$ cat src/rtl/overlay_fetch.sv
// Overlay fetch: streams 16-bit RGBA overlay pixels from the SDRAM read channel into the display pipeline.
// Latency: a pixel appears on bg_* one clock after the qualifying ce_pix & de; each read takes 1 + RD_LAT + 1 clocks.
// Backpressure: reads are issued only while the FIFO has room, one at a time; an empty FIFO yields black pixels and sets underflow.
//
// Ports: clk/reset (sync, active-high); enable, ce_pix, de, vs from the video timing;
//        mem_addr/mem_req/mem_dout to the SDRAM read channel (data valid RD_LAT clocks after mem_req);
//        bg_r/g/b/a current overlay pixel; underflow sticky per frame.
// Optional macro OVERLAY_FETCH_STATS_EN adds underflow_cnt / last_underflow_cnt per-frame starvation counters.
module overlay_fetch #(
    parameter int          FIFO_DEPTH = 4,
    parameter int          RD_LAT     = 2,
    parameter logic [23:0] BASE_ADDR  = 24'h0
) (
    input  logic        clk,
    input  logic        reset,
    input  logic        enable,
    input  logic        ce_pix,
    input  logic        de,
    input  logic        vs,
    output logic [23:0] mem_addr,
    output logic        mem_req,
    input  logic [31:0] mem_dout,
    output logic [3:0]  bg_r,
    output logic [3:0]  bg_g,
    output logic [3:0]  bg_b,
    output logic [3:0]  bg_a,
    output logic        underflow
`ifdef OVERLAY_FETCH_STATS_EN
    ,
    output logic [15:0] underflow_cnt,
    output logic [15:0] last_underflow_cnt
`endif
);

    localparam int PW = (FIFO_DEPTH > 1) ? $clog2(FIFO_DEPTH) : 1;
    localparam int CW = PW + 1;
    localparam int LW = (RD_LAT > 1) ? $clog2(RD_LAT) : 1;
    localparam logic [LW-1:0] LAT_LAST = LW'(RD_LAT - 1);

    typedef enum logic [1:0] {
        ST_IDLE = 2'd0,
        ST_REQ  = 2'd1,
        ST_WAIT = 2'd2
    } state_t;

    state_t          state_q, state_d;
    logic [LW-1:0]   lat_q, lat_d;
    logic            discard_q, discard_d;
    logic            old_vs_q;
    logic [23:0]     addr_q, addr_d;
    logic [PW-1:0]   rd_ptr_q, rd_ptr_d;
    logic [PW-1:0]   wr_ptr_q, wr_ptr_d;
    logic [CW-1:0]   cnt_q, cnt_d;
    logic            sel_q, sel_d;
    logic [15:0]     pix_q, pix_d;
    logic            under_q, under_d;
    logic [31:0]     fifo_mem_q [FIFO_DEPTH];

    logic            vs_edge;
    logic            frame_start;
    logic            consume;
    logic            fifo_empty;
    logic            wait_last;
    logic            push;
    logic            pop;
    logic            starve;
    logic [31:0]     head;

    assign vs_edge     = vs & ~old_vs_q;
    assign frame_start = vs_edge & enable;
    // A frame restart takes the whole clock: no pixel is consumed alongside it.
    assign consume     = enable & ce_pix & de & ~frame_start;
    assign fifo_empty  = (cnt_q == '0);
    assign head        = fifo_mem_q[rd_ptr_q];

    // ---------------- FSM: state register ----------------
    always_ff @(posedge clk) begin
        if (reset) begin
            state_q <= ST_IDLE;
        end else begin
            state_q <= state_d;
        end
    end

    // ---------------- FSM: next state ----------------
    // Only IDLE issues a read, so at most one is outstanding and the
    // room check reduces to cnt_q < FIFO_DEPTH.
    always_comb begin
        state_d = state_q;
        case (state_q)
            ST_IDLE: if (enable && !frame_start && (cnt_q < CW'(FIFO_DEPTH))) state_d = ST_REQ;
            ST_REQ:  state_d = ST_WAIT;
            ST_WAIT: if (wait_last) state_d = ST_IDLE;
            default: state_d = ST_IDLE;
        endcase
        if (!enable) state_d = ST_IDLE;
    end

    // ---------------- FSM: outputs ----------------
    always_comb begin
        mem_req   = (state_q == ST_REQ);
        wait_last = (state_q == ST_WAIT) && (lat_q == LAT_LAST);
    end

    // ---------------- datapath ----------------
    always_comb begin
        lat_d = '0;
        if (enable && (state_q == ST_WAIT) && !wait_last) lat_d = lat_q + LW'(1);

        // A frame restart while a read is in flight poisons that read; the
        // tag lives until its data slot has passed.
        discard_d = 1'b0;
        if (enable) begin
            if (state_q == ST_REQ) begin
                discard_d = frame_start;
            end else if ((state_q == ST_WAIT) && !wait_last) begin
                discard_d = discard_q | frame_start;
            end
        end

        push   = wait_last & enable & ~discard_q & ~frame_start;
        starve = consume & fifo_empty;
        pop    = consume & ~fifo_empty & sel_q;

        addr_d = addr_q;
        if (!enable || frame_start) begin
            addr_d = BASE_ADDR;
        end else if (wait_last && !discard_q) begin
            addr_d = addr_q + 24'd2;
        end

        rd_ptr_d = pop  ? rd_ptr_q + PW'(1) : rd_ptr_q;
        wr_ptr_d = push ? wr_ptr_q + PW'(1) : wr_ptr_q;
        cnt_d    = cnt_q;
        if (push && !pop) cnt_d = cnt_q + CW'(1);
        if (pop && !push) cnt_d = cnt_q - CW'(1);

        sel_d   = sel_q;
        pix_d   = pix_q;
        under_d = under_q;
        if (starve) begin
            pix_d   = '0;
            under_d = 1'b1;
        end else if (consume) begin
            pix_d = sel_q ? head[31:16] : head[15:0];
            sel_d = ~sel_q;
        end

        if (frame_start || !enable) begin
            rd_ptr_d = '0;
            wr_ptr_d = '0;
            cnt_d    = '0;
            sel_d    = 1'b0;
        end
        if (frame_start) under_d = 1'b0;
        if (!enable)     pix_d   = '0;
    end

    always_ff @(posedge clk) begin
        if (reset) begin
            lat_q     <= '0;
            discard_q <= 1'b0;
            old_vs_q  <= 1'b0;
            addr_q    <= BASE_ADDR;
            rd_ptr_q  <= '0;
            wr_ptr_q  <= '0;
            cnt_q     <= '0;
            sel_q     <= 1'b0;
            pix_q     <= '0;
            under_q   <= 1'b0;
        end else begin
            lat_q     <= lat_d;
            discard_q <= discard_d;
            old_vs_q  <= vs;
            addr_q    <= addr_d;
            rd_ptr_q  <= rd_ptr_d;
            wr_ptr_q  <= wr_ptr_d;
            cnt_q     <= cnt_d;
            sel_q     <= sel_d;
            pix_q     <= pix_d;
            under_q   <= under_d;
        end
    end

    // Storage needs no reset: occupancy is tracked by cnt_q.
    always_ff @(posedge clk) begin
        if (push) fifo_mem_q[wr_ptr_q] <= mem_dout;
    end

    assign mem_addr  = addr_q;
    assign bg_r      = pix_q[3:0];
    assign bg_g      = pix_q[7:4];
    assign bg_b      = pix_q[11:8];
    assign bg_a      = pix_q[15:12];
    assign underflow = under_q;

`ifdef OVERLAY_FETCH_STATS_EN
    logic [15:0] ucnt_q, ucnt_d;
    logic [15:0] last_q, last_d;

    always_comb begin
        ucnt_d = ucnt_q;
        last_d = last_q;
        if (vs_edge) begin
            last_d = ucnt_q;
            ucnt_d = '0;
        end else if (starve && (ucnt_q != 16'hFFFF)) begin
            ucnt_d = ucnt_q + 16'd1;
        end
    end

    always_ff @(posedge clk) begin
        if (reset) begin
            ucnt_q <= '0;
            last_q <= '0;
        end else begin
            ucnt_q <= ucnt_d;
            last_q <= last_d;
        end
    end

    assign underflow_cnt      = ucnt_q;
    assign last_underflow_cnt = last_q;
`endif

endmodule

$ cat config.mk
export PLATFORM = sky130hd
export DESIGN_NAME = overlay_fetch
export DESIGN_NICKNAME = d
export VERILOG_FILES = /design/src/rtl/overlay_fetch.sv
export SDC_FILE = /design/constraint.sdc
export NUM_CORES = 1
export LEC_CHECK = 0
export CAP_MARGIN = 40
export CORE_ASPECT_RATIO = 1.4
export CORE_MARGIN = 2
export CORE_UTILIZATION = 50
export DETAILED_ROUTE_END_ITERATION = 8
export PLACE_DENSITY_LB_ADDON = 0.05
export SYNTH_ARGS = -nofsm -noshare
export SYNTH_HDL_FRONTEND = slang
export SYNTH_SLANG_ARGS = --single-unit
$ cat constraint.sdc
create_clock -name clk -period 2.7 [get_ports clk]
set_input_delay 0.54 -clock clk [delete_from_list [all_inputs] [get_ports clk]]
set_output_delay 0.54 -clock clk [all_outputs]
set_load 0.05 [all_outputs]
==> impl_metrics.json <==
{
  "maxCapViolCount": 0,
  "crit_chain": "clkdlybuf4s50_1, nor2b_1, or4b_4, nor2_4, ha_2, inv_1, fa_2, xor2_1, or3_1, a21oi_2",
  "clk_pin_slew_ps": 70,
  "status": "complete, no violations",
  "critPathLaunchType": "input pin",
  "grt_overflow": 0,
  "report.final.slew_viol_count": 0,
  "viasPerCell": 5.446,
  "syn_nets": 511,
  "numCtsBuffers": 17,
  "crit_type": "input pin to register",
  "grt_pass1_vias": 4286,
  "layoutNonFillerInstCount": 763,
  "worst-path-buf-inv": 2,
  "path_depth": 10,
  "synthCells": 466,
  "die_w_microns": 104.6,
  "port_buffers": 78,
  "core-area_sq_um": 13850,
  "dp_hpwl_mm": 8.681,
  "ioPinCount": 80,
  "path_delay_family": "simple AND/OR/NAND/NOR gates",
  "routabilityCongestion": 0.7839,
  "hp-class": "register to register",
  "max_freq_mhz": 386.0,
  "min_path_cells": 2,
  "grt_max_degree": 33,
  "whs_ps": 487.6,
  "synth_top_area_frac": 0.5429,
  "endpoint_kind": "register",
  "route.vias.total": 4155,
  "final_cell_mix": "edfxtp_1, clkdlybuf4s50_1, nand2_1",
  "fin_area_sq_um": 8838,
  "irDropWorstVdd_mv": 0.4449,
  "die-area_sq_um": 15140,
  "wirelength_mm": 14.09,
  "track_usage": 0.1950,
  "cp_slowest_stage_delay_ps": 540,
  "ys_ff_latch": 183,
  "cp_max_fo": 2,
  "max-clock-path-buffers": 2,
  "layout_commonest_cell": "edfxtp_1",
  "clockRootBuffer": "clkbuf_16",
  "fin_nets": 610,
  "drtIter0Drc": 195,
  "cts_tree": "yes",
  "grt_pass1_wl_mm": 21.96,
  "syn_area_per_cell_sq_um": 15.19,
  "power.density_nw_per_um2": 622.2,
  "synth_warnings": 0,
  "drt-pass1-iter-count": 4,
  "cts_hold_buf": 0,
  "syn_to_final_growth_pct": 24.83,
  "num-fill-cells": 1074,
  "crit_arrival_ps": 2960,
  "max-slew-margin-rel": 0.6593,
  "placementRows": 51,
  "h-tree-depth": 4,
  "r2r_slack_ps": 280,
  "synth_area_leaders": "edfxtp_1, dfxtp_1, mux4_2",
  "critPathRequiredTime_ps": 3070,
  "period_share": 0.9594,
  "ant_nets": 0,
  "seq_area_frac_synth": 0.6984,
  "clock_skew_ps": 12.40,
  "n_antenna_cell": 0,
  "timing.final.crit_period_ps": 2590,
  "total_power_uw": 5499,
  "synth_cell_types": 40,
  "dpl.cell_count": 731,
  "setup_violations": 0,
  "setup_slack_ps": 109.5,
  "drcViolationCount": 0,
  "rsz0062_at_grt": "no",
  "initial_core_util": 0.5113,
  "r2r_cells": 9,
  "worst_path_max_delay_cell": "or4b_4",
  "hold_violations": 0,
  "clock_latency_ps": 430,
  "netlist_area_sq_um": 7081,
  "place_worst_setup_slack_ps": -418.6,
  "cts_num_sinks": 183,
  "antenna_found_initial": 0,
  "layout-drive-gt1-share": 0.1661,
  "wl_per_cell_microns": 18.46,
  "place_area_sq_um": 8248,
  "synth_top_cell_by_area": "edfxtp_1",
  "p_leak_uw": 0.002849,
  "worst_pin_slew_ps": 509.5,
  "die_h_microns": 144.8
}
-- path summary, 6_finish.rpt --
kind,startpoint,end
worst max register to register,cnt_q[2]$_SDFFE_PP0P_,cnt_q[2]$_SDFFE_PP0P_
worst max-delay path,vs,cnt_q[2]$_SDFFE_PP0P_
worst min-delay path,mem_addr[23]$_SDFFE_PP0P_,mem_addr[23]$_SDFFE_PP0P_
worst min register to register,mem_addr[23]$_SDFFE_PP0P_,mem_addr[23]$_SDFFE_PP0P_
-- cells in the mapped netlist, drive strengths merged --
master   count
edfxtp     128
nand2       61
dfxtp       55
mux4        32
nor2        22
a21oi       19
a22o        16
or3         16
o21ai       15
clkbuf      12
nand4       11
inv         10
buf          8
xor2         8
and2         6
ha           6
xnor2        6
nand3        5
nand2b       4
nor4         4
or4          4
and3         2
nor2b        2
nor3         2
a31oi        1
and4         1
clkinv       1
conb         1
fa           1
nand4bb      1
nor3b        1
nor4bb       1
o21bai       1
o221a        1
or2          1
or4b         1
-- final cells by class --
type	count	area [sq um]	area share
clock buffer	17	425.4	0.04813
clock inverter	15	142.6	0.01614
inverter	11	41.29	0.004672
multi-input combinational	252	2031	0.2298
sequential	183	4946	0.5596
tap	185	231.5	0.02619
timing repair buffer	100	1021	0.1155
-- kinds of logic (layout without fill, tap and decap cells) --
group,Yosys count,after routing,synth area share
flops,183,183,0.6984
compound gates,53,53,0.04736
buf+inv,31,143,0.01802
mux,32,32,0.1018
simple gates,145,145,0.1032
fa+ha+maj,7,7,0.01343
other cells,1,1,0.0005296
xor+xnor,14,14,0.01732
-- power breakdown --
part	total (uW)	leakage, uW	internal [uW]	switching (uW)
logic	121	0.000979	62.9	58.4
registers	3000	0.00159	3000	2.42
clock network	2380	0.000276	1290	1090
-- metrics by stage --
step                      utilization  setup TNS [ps]
after floorplan                     -               0
after global placement         0.5956          -447.9
after detailed placement       0.5956          -617.6
after CTS                      0.6367               0
after global routing           0.6383               0
final                          0.6383               0
-- flip-flops by register name (all words and copies together), names as in the netlist, named ones only --
register    flops
cnt_q           3
discard_q       1
fifo_mem_q    128
lat_q           1
mem_addr       23
old_vs_q        1
pix_q          16
rd_ptr_q        2
sel_q           1
state_q         2
underflow       1
wr_ptr_q        2
-- repair_timing --
item,4_1_cts,5_1_grt
buffers inserted,0,0
endpoints found under the hold margin,0,0
resized for setup,0,7
endpoints found under the setup margin,0,1
-- per-layer routing --
layer | global-route usage | wire length (microns) | share of wire | up-vias
met4 | 0.08140 | 218 | 0.015 | 0
met2 | 0.3612 | 7856 | 0.56 | 80
met1 | 0.2176 | 5469 | 0.39 | 2094
met5 | 0 | 0 | 0 | -
li1 | - | - | - | 1964
met3 | 0.04344 | 542 | 0.038 | 17
-- worst min-delay path, cell delays in order, from the launching register on --
cell and delay, ps:
dfxtp_1 320, o21ai_0 70, a21oi_1 60
Power figures use the tool's default switching activity.
